<file path="src/rtl/program_loader_pkg.sv">
// ----------------------------------------------------------------------------
// program_loader_pkg
// Purpose : Shared types, defaults and helpers for the program loader.
//           Holds the loader FSM state encoding, the default buffer depth and
//           core reset hold time, and small helper functions used by the
//           loader datapath.
// Ports   : none (package)
// ----------------------------------------------------------------------------
package program_loader_pkg;

    // Default depth of the core's init instruction buffer (words)
    localparam int DEF_MAX_INSTS  = 16;

    // Default number of cycles the core stays in reset after the last word
    localparam int DEF_RESET_HOLD = 4;

    // Loader sequencing states
    typedef enum logic [2:0] {
        ST_IDLE    = 3'd0,
        ST_HDR_PC  = 3'd1,
        ST_HDR_CNT = 3'd2,
        ST_LOAD    = 3'd3,
        ST_HOLD    = 3'd4,
        ST_RUN     = 3'd5,
        ST_DONE    = 3'd6
    } loader_state_e;

    // A frame word count is unusable when it is zero or larger than the buffer
    function automatic logic count_is_bad(input logic [31:0] n,
                                          input logic [31:0] max_insts);
        return (n == 32'd0) || (n > max_insts);
    endfunction

    // Increment that sticks at all-ones instead of wrapping
    function automatic logic [31:0] sat_inc32(input logic [31:0] v);
        return (v == 32'hFFFF_FFFF) ? v : v + 32'd1;
    endfunction

endpackage

</file>
<file path="src/rtl/program_loader_if.sv">
// ----------------------------------------------------------------------------
// program_loader_if
// Purpose : Bundles the loader's host stream, core control and status
//           signals into one interface.
// Signals : _start          host -> loader  begin a load (IDLE/DONE only)
//           _in_valid       host -> loader  stream word valid
//           _in_data[31:0]  host -> loader  stream word
//           in_ready_       loader -> host  word accepted when valid & ready
//           _core_finished  core -> loader  core ebreak / finished
//           core_reset_     loader -> core  core reset
//           init_pc_        loader -> core  start PC
//           init_inst_buf_  loader -> core  MAX_INSTS x 32 instruction buffer
//           busy_           loader -> host  high from HDR_PC through RUN
//           done_           loader -> host  high in DONE
//           error_          loader -> host  bad word count, sticky
//           run_cycles_     loader -> host  cycles spent in RUN, saturating
// Modports: master = loader side, slave = host/core side
// ----------------------------------------------------------------------------
interface program_loader_if
    import program_loader_pkg::*;
#(
    parameter int MAX_INSTS = DEF_MAX_INSTS
);

    logic                          _start;
    logic                          _in_valid;
    logic [31:0]                   _in_data;
    logic                          in_ready_;
    logic                          _core_finished;
    logic                          core_reset_;
    logic [31:0]                   init_pc_;
    logic [MAX_INSTS-1:0][31:0]    init_inst_buf_;
    logic                          busy_;
    logic                          done_;
    logic                          error_;
    logic [31:0]                   run_cycles_;

    modport master (
        input  _start, _in_valid, _in_data, _core_finished,
        output in_ready_, core_reset_, init_pc_, init_inst_buf_,
               busy_, done_, error_, run_cycles_
    );

    modport slave (
        output _start, _in_valid, _in_data, _core_finished,
        input  in_ready_, core_reset_, init_pc_, init_inst_buf_,
               busy_, done_, error_, run_cycles_
    );

endinterface

</file>
<file path="src/rtl/loader_hold_counter.sv">
// ----------------------------------------------------------------------------
// loader_hold_counter
// Purpose : Loadable down-counter with a zero flag. The loader uses it to
//           time how long the core is kept in reset after the last word.
// Ports   : clk       in   clock
//           rst       in   synchronous active-high reset (count -> 0)
//           load      in   load load_val this cycle (wins over dec)
//           load_val  in   W  value to load
//           dec       in   decrement by one; never goes below zero
//           zero      out  count is zero
// ----------------------------------------------------------------------------
module loader_hold_counter
    import program_loader_pkg::*;
#(
    parameter int W = 3
) (
    input  logic         clk,
    input  logic         rst,
    input  logic         load,
    input  logic [W-1:0] load_val,
    input  logic         dec,
    output logic         zero
);

    logic [W-1:0] cnt_q;
    logic [W-1:0] cnt_d;

    // Load has priority; a decrement at zero is ignored so the count cannot wrap
    always_comb begin
        cnt_d = cnt_q;
        if (load) begin
            cnt_d = load_val;
        end else if (dec && (cnt_q != '0)) begin
            cnt_d = cnt_q - W'(1);
        end
    end

    always_ff @(posedge clk) begin
        if (rst) begin
            cnt_q <= '0;
        end else begin
            cnt_q <= cnt_d;
        end
    end

    assign zero = (cnt_q == '0);

endmodule

</file>
<file path="src/rtl/program_loader.sv">
// ----------------------------------------------------------------------------
// program_loader
// Purpose : Receives a program frame {start PC, count N, N instructions} as a
//           valid/ready word stream, fills the core's init instruction buffer
//           and start PC while holding the core in reset, releases the core
//           RESET_HOLD+1 cycles after the last word, then counts run cycles
//           until the core signals finished.
// Params  : MAX_INSTS   depth of the instruction buffer (words)
//           RESET_HOLD  cycles core reset stays high after the last word
// Ports   : _clk    in  clock
//           _reset  in  synchronous active-high reset
//           bus     program_loader_if.master (stream, core control, status)
// ----------------------------------------------------------------------------
module program_loader
    import program_loader_pkg::*;
#(
    parameter int MAX_INSTS  = DEF_MAX_INSTS,
    parameter int RESET_HOLD = DEF_RESET_HOLD
) (
    input  logic               _clk,
    input  logic               _reset,
    program_loader_if.master   bus
);

    localparam int IDX_W  = $clog2(MAX_INSTS) + 1;
    localparam int HOLD_W = $clog2(RESET_HOLD) + 1;

    loader_state_e              state_q, state_d;
    logic [31:0]                pc_q, pc_d;
    logic [MAX_INSTS-1:0][31:0] buf_q, buf_d;
    logic [IDX_W-1:0]           n_q, n_d;
    logic [IDX_W-1:0]           idx_q, idx_d;
    logic                       error_q, error_d;
    logic [31:0]                run_cycles_q, run_cycles_d;

    logic                       in_ready;
    logic                       accept;
    logic                       hold_load;
    logic                       hold_dec;
    logic                       hold_zero;

    // Ready depends only on state so that accept never loops back through
    // the next-state logic.
    assign in_ready = (state_q == ST_HDR_PC) || (state_q == ST_HDR_CNT) ||
                      (state_q == ST_LOAD);
    assign accept   = bus._in_valid && in_ready;

    // Times the reset hold after the last instruction word. It is loaded
    // with RESET_HOLD-1 so that zero is reached on the last HOLD cycle.
    loader_hold_counter #(
        .W (HOLD_W)
    ) u_hold_counter (
        .clk      (_clk),
        .rst      (_reset),
        .load     (hold_load),
        .load_val (HOLD_W'(RESET_HOLD - 1)),
        .dec      (hold_dec),
        .zero     (hold_zero)
    );

    // Next-state and datapath updates. Everything holds by default; each
    // state only overrides what it changes.
    always_comb begin
        state_d      = state_q;
        pc_d         = pc_q;
        buf_d        = buf_q;
        n_d          = n_q;
        idx_d        = idx_q;
        error_d      = error_q;
        run_cycles_d = run_cycles_q;
        hold_load    = 1'b0;
        hold_dec     = 1'b0;

        case (state_q)
            ST_IDLE, ST_DONE: begin
                // A new load wipes the previous image and status up front so
                // a shorter program never leaves stale words behind.
                if (bus._start) begin
                    state_d      = ST_HDR_PC;
                    error_d      = 1'b0;
                    run_cycles_d = '0;
                    buf_d        = '0;
                end
            end

            ST_HDR_PC: begin
                if (accept) begin
                    pc_d    = bus._in_data;
                    state_d = ST_HDR_CNT;
                end
            end

            ST_HDR_CNT: begin
                // The full 32-bit count is range-checked before truncation
                if (accept) begin
                    if (count_is_bad(bus._in_data, 32'(MAX_INSTS))) begin
                        error_d = 1'b1;
                        state_d = ST_IDLE;
                    end else begin
                        n_d     = bus._in_data[IDX_W-1:0];
                        idx_d   = '0;
                        state_d = ST_LOAD;
                    end
                end
            end

            ST_LOAD: begin
                // The index stops at N-1: the last word moves straight to HOLD
                if (accept) begin
                    for (int i = 0; i < MAX_INSTS; i++) begin
                        if (idx_q == IDX_W'(i)) begin
                            buf_d[i] = bus._in_data;
                        end
                    end
                    if (idx_q == (n_q - IDX_W'(1))) begin
                        state_d   = ST_HOLD;
                        hold_load = 1'b1;
                    end else begin
                        idx_d = idx_q + IDX_W'(1);
                    end
                end
            end

            ST_HOLD: begin
                if (hold_zero) begin
                    state_d = ST_RUN;
                end else begin
                    hold_dec = 1'b1;
                end
            end

            ST_RUN: begin
                // The finishing cycle is still counted as a run cycle
                run_cycles_d = sat_inc32(run_cycles_q);
                if (bus._core_finished) begin
                    state_d = ST_DONE;
                end
            end

            default: begin
                state_d = ST_IDLE;
            end
        endcase
    end

    always_ff @(posedge _clk) begin
        if (_reset) begin
            state_q      <= ST_IDLE;
            pc_q         <= '0;
            buf_q        <= '0;
            n_q          <= '0;
            idx_q        <= '0;
            error_q      <= 1'b0;
            run_cycles_q <= '0;
        end else begin
            state_q      <= state_d;
            pc_q         <= pc_d;
            buf_q        <= buf_d;
            n_q          <= n_d;
            idx_q        <= idx_d;
            error_q      <= error_d;
            run_cycles_q <= run_cycles_d;
        end
    end

    // The core runs only in RUN; every other state keeps it in reset
    assign bus.in_ready_      = in_ready;
    assign bus.core_reset_    = (state_q != ST_RUN);
    assign bus.init_pc_       = pc_q;
    assign bus.init_inst_buf_ = buf_q;
    assign bus.busy_          = (state_q == ST_HDR_PC) || (state_q == ST_HDR_CNT) ||
                                (state_q == ST_LOAD)   || (state_q == ST_HOLD)    ||
                                (state_q == ST_RUN);
    assign bus.done_          = (state_q == ST_DONE);
    assign bus.error_         = error_q;
    assign bus.run_cycles_    = run_cycles_q;

endmodule

</file>
<file path="src/flat_wrapper.sv">
// flat-port wrapper written by rule: the top's interface ports become plain ports
module program_loader_flat import program_loader_pkg::*;
#(
    parameter int MAX_INSTS  = DEF_MAX_INSTS,
    parameter int RESET_HOLD = DEF_RESET_HOLD
)
  (_clk, _reset, bus__start, bus__in_valid, bus__in_data, bus__core_finished, bus_in_ready_, bus_core_reset_, bus_init_pc_, bus_init_inst_buf_, bus_busy_, bus_done_, bus_error_, bus_run_cycles_);
  program_loader_if #(.MAX_INSTS(MAX_INSTS)) bus_i ();
  input  logic _clk;
  input  logic _reset;
  input wire logic [$bits(bus_i._start)-1:0] bus__start;
  input wire logic [$bits(bus_i._in_valid)-1:0] bus__in_valid;
  input wire logic [$bits(bus_i._in_data)-1:0] bus__in_data;
  input wire logic [$bits(bus_i._core_finished)-1:0] bus__core_finished;
  output wire logic [$bits(bus_i.in_ready_)-1:0] bus_in_ready_;
  output wire logic [$bits(bus_i.core_reset_)-1:0] bus_core_reset_;
  output wire logic [$bits(bus_i.init_pc_)-1:0] bus_init_pc_;
  output wire logic [$bits(bus_i.init_inst_buf_)-1:0] bus_init_inst_buf_;
  output wire logic [$bits(bus_i.busy_)-1:0] bus_busy_;
  output wire logic [$bits(bus_i.done_)-1:0] bus_done_;
  output wire logic [$bits(bus_i.error_)-1:0] bus_error_;
  output wire logic [$bits(bus_i.run_cycles_)-1:0] bus_run_cycles_;
  assign bus_i._start = bus__start;
  assign bus_i._in_valid = bus__in_valid;
  assign bus_i._in_data = bus__in_data;
  assign bus_i._core_finished = bus__core_finished;
  assign bus_in_ready_ = bus_i.in_ready_;
  assign bus_core_reset_ = bus_i.core_reset_;
  assign bus_init_pc_ = bus_i.init_pc_;
  assign bus_init_inst_buf_ = bus_i.init_inst_buf_;
  assign bus_busy_ = bus_i.busy_;
  assign bus_done_ = bus_i.done_;
  assign bus_error_ = bus_i.error_;
  assign bus_run_cycles_ = bus_i.run_cycles_;
  program_loader #(.MAX_INSTS(MAX_INSTS), .RESET_HOLD(RESET_HOLD)) u_core (._clk(_clk), ._reset(_reset), .bus(bus_i));
endmodule
</file>
<file path="config.mk">
export PLATFORM = sky130hd
export DESIGN_NAME = program_loader_flat
export DESIGN_NICKNAME = d
export VERILOG_FILES = /design/src/rtl/program_loader_pkg.sv /design/src/rtl/program_loader_if.sv /design/src/rtl/loader_hold_counter.sv /design/src/rtl/program_loader.sv /design/src/flat_wrapper.sv
export SDC_FILE = /design/constraint.sdc
export NUM_CORES = 1
export LEC_CHECK = 0
export CAP_MARGIN = 10
export CORE_MARGIN = 3
export CORE_UTILIZATION = 30
export CTS_BUF_LIST = sky130_fd_sc_hd__clkbuf_16
export DETAILED_ROUTE_END_ITERATION = 10
export SLEW_MARGIN = 5
export SYNTH_ARGS = -nofsm -noshare
export SYNTH_HDL_FRONTEND = slang
export SYNTH_SLANG_ARGS = --single-unit
</file>
<file path="constraint.sdc">
create_clock -name _clk -period 2 [get_ports _clk]
set_input_delay 0.6 -clock _clk [delete_from_list [all_inputs] [get_ports _clk]]
set_output_delay 0.6 -clock _clk [all_outputs]
set_load 0.01 [all_outputs]
</file>
# Word level (Yosys, flattened, before mapping)
# Index checks and enable logic that the tools add are counted.
op_classes:
  n_addsub: 4
  order_cmp: 1
  eq_ne: 51
  muxes: 47
  n_bitwise: 1
  n_reduce_logical: 41
ops:
  columns: ["operator", "n"]
  rows:
  - ["2-to-1 mux 512 bit", 2]
  - ["case mux 512 bit (2 select lines)", 1]
  - ["2-to-1 mux 32 bit", 18]
  - ["AND reduction 4 bit", 17]
  - ["case mux 32 bit (2 select lines)", 1]
  - ["!= test 2 bit (second input constant)", 23]
  - ["equality test 5 x 4 -> 1 bit (second input constant)", 8]
  - ["adder 32 x 1 -> 32 bit (second input constant)", 1]
  - ["equality test 32 bit (second input constant)", 1]
  - ["greater-than comparator 32 x 5 -> 1 bit (second input constant)", 1]
  - ["logical NOT 32 bit", 1]
  - ["2-to-1 mux 3 bit", 7]
  - ["equality test 5 x 3 -> 1 bit (second input constant)", 4]
  - ["2-to-1 mux 5 bit", 4]
  - ["case mux 3 bit (6 select lines)", 1]
  - ["equality test 5 x 2 -> 1 bit (second input constant)", 2]
  - ["case mux 5 bit (2 select lines)", 1]
  - ["nonzero test 2 bit", 5]
  - ["equality test 3 bit (second input constant)", 3]
  - ["2-to-1 mux 1 bit", 8]
  - ["!= test 2 x 1 -> 1 bit (second input constant)", 4]
  - ["AND reduction 7 bit", 1]
  - ["equality test 3 x 2 -> 1 bit (second input constant)", 2]
  - ["logical NOT 3 bit", 2]
  - ["other kinds (18)", 27]
totals:
  register_bits: 593
  out_inout_bits: 581
  elab_cells: 169

# Longest topological paths before layout
logic_depth:
  word_depth: 7
  ltp_mapped: 9

# By module
# Synthesis repeated with hierarchy kept, for this count alone.
unflattened:
  cells_unflattened: 1820
  area_unflattened_um2: 20153.1
by_module_without_submodules:
  columns: ["module", "n_inst", "cells_each", "area_per_inst_um2", "seq_area_each_um2"]
  rows:
  - ["program_loader", 1, 1799, 19970.4, 11811.3]
  - ["loader_hold_counter", 1, 21, 182.7, 60.1]

# Least setup slack after synthesis
# No wires, ideal clock.
synth_timing:
  path_type: "input -> register"
  start: "input port bus__start"
  end: "register u_core.buf_q, in the netlist u_core.bus.init_inst_buf_[130]"
  setup_ns: 0.128
  arrival_time_ns: 1.990
  slack_ns: -0.118
  stages: 8
  path_cell_list: "or3_1 -> a21o_1 -> clkbuf_1 -> and3_1 -> clkbuf_1 -> clkbuf_1 -> a22oi_1 -> nor2_1"
synth_via:
  elab_chain_cells: 2
synth_lines:
  columns: ["item", "line_no", "source"]
  rows:
  - ["from (decl)", "flat_wrapper.sv:11", "input wire logic [$bits(bus_i._start)-1:0] bus__start;"]
  - ["!= test 2 bit (no line)", null, null]
  - ["AND reduction 4 bit (no line)", null, null]
  - ["to (signal assigned)", "program_loader.sv:158", "buf_q <= buf_d;"]
  - ["to (decl)", "program_loader.sv:30", "logic [MAX_INSTS-1:0][31:0] buf_q, buf_d;"]
# Every way passes these cells.
# A chain may end at the register's enable or synchronous reset.

# Final worst setup path
layout_timing:
  start: "register u_core.state_q[1]"
  end: "register u_core.buf_q, in the netlist u_core.bus.init_inst_buf_[214]"
layout_via:
  elab_chain_cells: 6
  word_cells_on_any_way: 15
  cone_classes: "7 x eq/ne; 1 x mux; 7 x reduce/logical"
layout_lines:
  columns: ["item", "line_no", "source"]
  rows:
  - ["from (decl)", "program_loader.sv:28", "loader_state_e state_q, state_d;"]
  - ["from (signal assigned)", "program_loader.sv:156", "state_q <= state_d;"]
  - ["equality test 3 x 1 -> 1 bit / equality test 3 x 2 -> 1 bit (equally long branches)", "program_loader.sv:44", "assign in_ready = (state_q == ST_HDR_PC) || (state_q == ST_HDR_CNT) ||"]
  - ["logical OR 1 bit (2 in series)", "program_loader.sv:44", null]
  - ["logical AND 1 bit", "program_loader.sv:46", "assign accept = bus._in_valid && in_ready;"]
  - ["!= test 2 x 1 -> 1 bit (no line)", null, null]
  - ["AND reduction 4 bit (no line)", null, null]
# Several ways; a longest one is shown, not always the timed one.

==> metrics <==
status=finished with violations; failing checks=setup timing; Pre-antenna DRT Iters=6; critical path fanouts, max=8; post-synthesis sequential area ratio=0.5501; hold_buf cts=0; Overflow after GRT=0; pre-CTS setup slack=-1.674 ns; relative slew slack=0.5955; most common cell after layout, fill and taps aside=dfxtp_1; post-synthesis mux area share=0.004233; Worst VDD drop=0.7843 mV; P&R area growth vs syn=64.83%; DRC=0; synthesis-stage register bit count=~590; Vias=22256; Root Driver=clkbuf_16; area of the multi-input gates=roughly 11000 um2; port buffer count=approximately 620; clock-pin slew on the worst setup and hold paths=around 0.060 ns; Worst EP arrival=around 2.6 ns; drt initial violations=approximately 2000; ratio of cells with drive above 1 in the final layout=0.2699; # IOs=between 600 and 700; Startpoint Class=register; die area=between 70000 and 80000 um2; kind of critical path=reg -> reg; critical path required time=approximately 2.5 ns; Max-Cap Viols=0; number of fill cells in the layout=between 6000 and 7000; post-layout min period=2.111 ns; chip width=274.2 um; largest net degree at the start of global routing=91; most frequent cells in the layout=dfxtp_1, dlygate4sd2_1, nor2_1, a22oi_2, buf_4; worst-margin pin slew=between 0.6 and 0.7 ns; syn_nets=roughly 2400; synthesized area per cell=9.214 um2; Main synth FF type=dfxtp_1; part of the power in combinational logic=0.472; number of flops mapped to enable cells by yosys=0; simple-gate portion of the synthesized area=0.1610; # setup viols final=about 440; switching share of power=0.4099; Leak=between 15 and 20 nW; Sink Count=593; Syn Std Cell Area=approximately 22000 um2; final worst slack=-0.1105 ns; TritonCTS clock tree=built; first-pass GRT wire length=145400 um; Clock power frac=0.251; Final period util=1.055; Final Wtd Congestion=between 0.8 and 0.9; FF/Latch Area=roughly 12000 um2; DR vias/cell=between 5 and 6; CTS max path bufs=3; H-tree depth=3; Async S/R FF share, synth=0; Pwr Density=approximately 1300 nW/um2; vias in the first global route=between 20000 and 25000; crit path capture type=register; Post-Synthesis Cells=around 2300; post-synthesis xor/xnor area fraction=0.007190; Switch Pwr=a little under 20 mW; total global-route track usage=0.2588; post-synthesis adder-cell area fraction=0.005218; HPWL after DPL=67030 um; nets=between 3000 and 4000; die height=274.2 um; CTS Buf Count=67; Synth cell types=63; sequential share of power=0.278; placed cells=a little under 4000; largest family of logic cells by synthesized area=compound AO/OA/AOI/OAI gates; core area=~71000 um2; # rows=slightly below 100; Min Hold Slack=approximately 0.25 ns; final hold vios=0; f_max=~470 MHz; Yosys warnings=0; Initial Util=0.3055; Setup TNS=-16.62 ns; cell internal pwr=about 28 mW; Post-Route WL=roughly 110000 um; clk_lat worst skew=between 0.6 and 0.7 ns; antenna violations before repair=2; max-slew violations=0; RSZ-0062 raised after global routing=true; Hold WC Path Type=in -> reg; Cell Count, Final, Fillers Out=between 4000 and 5000; clock skew=0.03053 ns; Antenna Nets Post-Route=0; Synth Area in Compound Gates=0.2174; drt wl/cell=27.30 um
==> stage by stage <==
| step | cell area, um2 | util | power [mW] |
|---|---|---|---|
| finish | 35570 | 0.5036 | 47.23 |
| detailed placement | 31110 | 0.4404 | 28.32 |
| floorplan | 22320 | - | 21.02 |
| CTS | 33500 | 0.4743 | 42.24 |
| global placement | 31110 | 0.4404 | 28.14 |
| global route | 35570 | 0.5035 | 48.48 |
==> path summary, 6_finish.rpt <==
check	startpoint	slack [ns]	cells past startpoint	to
setup / recovery	u_core.state_q[1]	-0.11	8	u_core.bus.init_inst_buf_[214]
hold / removal	_reset	0.25	2	u_core.n_q[1]
setup reg to reg	u_core.state_q[1]	-0.11	8	u_core.bus.init_inst_buf_[214]
hold reg to reg	u_core.bus.init_pc_[24]	0.45	2	u_core.bus.init_pc_[24]
==> kinds of logic (layout without fill, tap and decap cells) <==
kind of cell             count (synthesis)  count (layout)
buffers and inverters                  289            1056
AO/OA/AOI/OAI                          648             648
AND/OR/NAND/NOR                        778             778
other                                    0               2
XOR/XNOR                                16              16
multiplexers                             9               9
flip-flops                             593             593
adder cells (fa/ha/maj)                  9               9
==> registers in the layout, indices dropped and copies added, names as in the netlist <==
name	flops
u_core.bus.error_	1
u_core.bus.init_pc_	32
u_core.idx_q	5
u_core.u_hold_counter.cnt_q	3
u_core.bus.run_cycles_	32
u_core.n_q	5
u_core.state_q	3
u_core.bus.init_inst_buf_	512
==> cell type report <==
| type | instances | share of cell area |
|---|---|---|
| Antenna cell | 2 | 0.0001407 |
| Clock buffer | 69 | 0.04854 |
| Clock inverter | 51 | 0.01024 |
| Inverter | 16 | 0.001759 |
| Multi-Input combinational cell | 1460 | 0.2996 |
| Sequential cell | 593 | 0.3344 |
| Tap cell | 940 | 0.03307 |
| Timing Repair Buffer | 920 | 0.2723 |
==> critical path, cell delays in order (launching register included) <==
cell and delay, ns:
dfxtp_4 0.37, buf_6 0.12, or3_4 0.37, a21o_4 0.26, clkbuf_16 0.17, and3_4 0.23, clkbuf_16 0.20, a22oi_1 0.19
nor2_1 0.06
==> power groups by stage <==
stage               clock [mW]  combinational (mW)  sequential (mW)
floorplan                    0                7.46             13.6
global placement             0                14.9             13.3
detailed placement           0                15.0             13.3
CTS                       12.0                17.2             13.0
global route              12.4                22.9             13.2
finish                    11.8                22.3             13.1
==> metal layers <==
| layer | global-route usage | up-vias | part of all wire |
|---|---|---|---|
| met4 | 0.1266 | 0 | 0.051 |
| met3 | 0.06099 | 275 | 0.090 |
| met5 | 0 | - | 0 |
| met1 | 0.3125 | 11039 | 0.39 |
| li1 | - | 9756 | - |
| met2 | 0.4320 | 1186 | 0.47 |
==> cells in the mapped netlist, types with 15 or more instances <==
cell type	number	area (um2)
nor4_1	16	100.1
nand4_1	27	168.9
buf_2	69	345.3
inv_1	15	56.30
clkbuf_1	201	754.5
a22o_1	34	297.8
and3_1	19	118.9
and2_1	34	212.7
a21oi_1	63	315.3
dfxtp_1	593	11870
nand3_1	15	75.07
or4_1	19	142.6
o21ai_0	23	115.1
o31ai_1	15	112.6
nor2_1	507	1903
a22oi_1	480	3603
nand2_1	91	341.6
==> timing repair <==
action                                  CTS  global route
endpoints found under the setup margin  689           562
buffers inserted                         17             8
cloned                                   14            34
endpoints found under the hold margin     0             0
resized for setup                       738           288
pin swaps                                35           165
(Power assumes the default switching activity.)
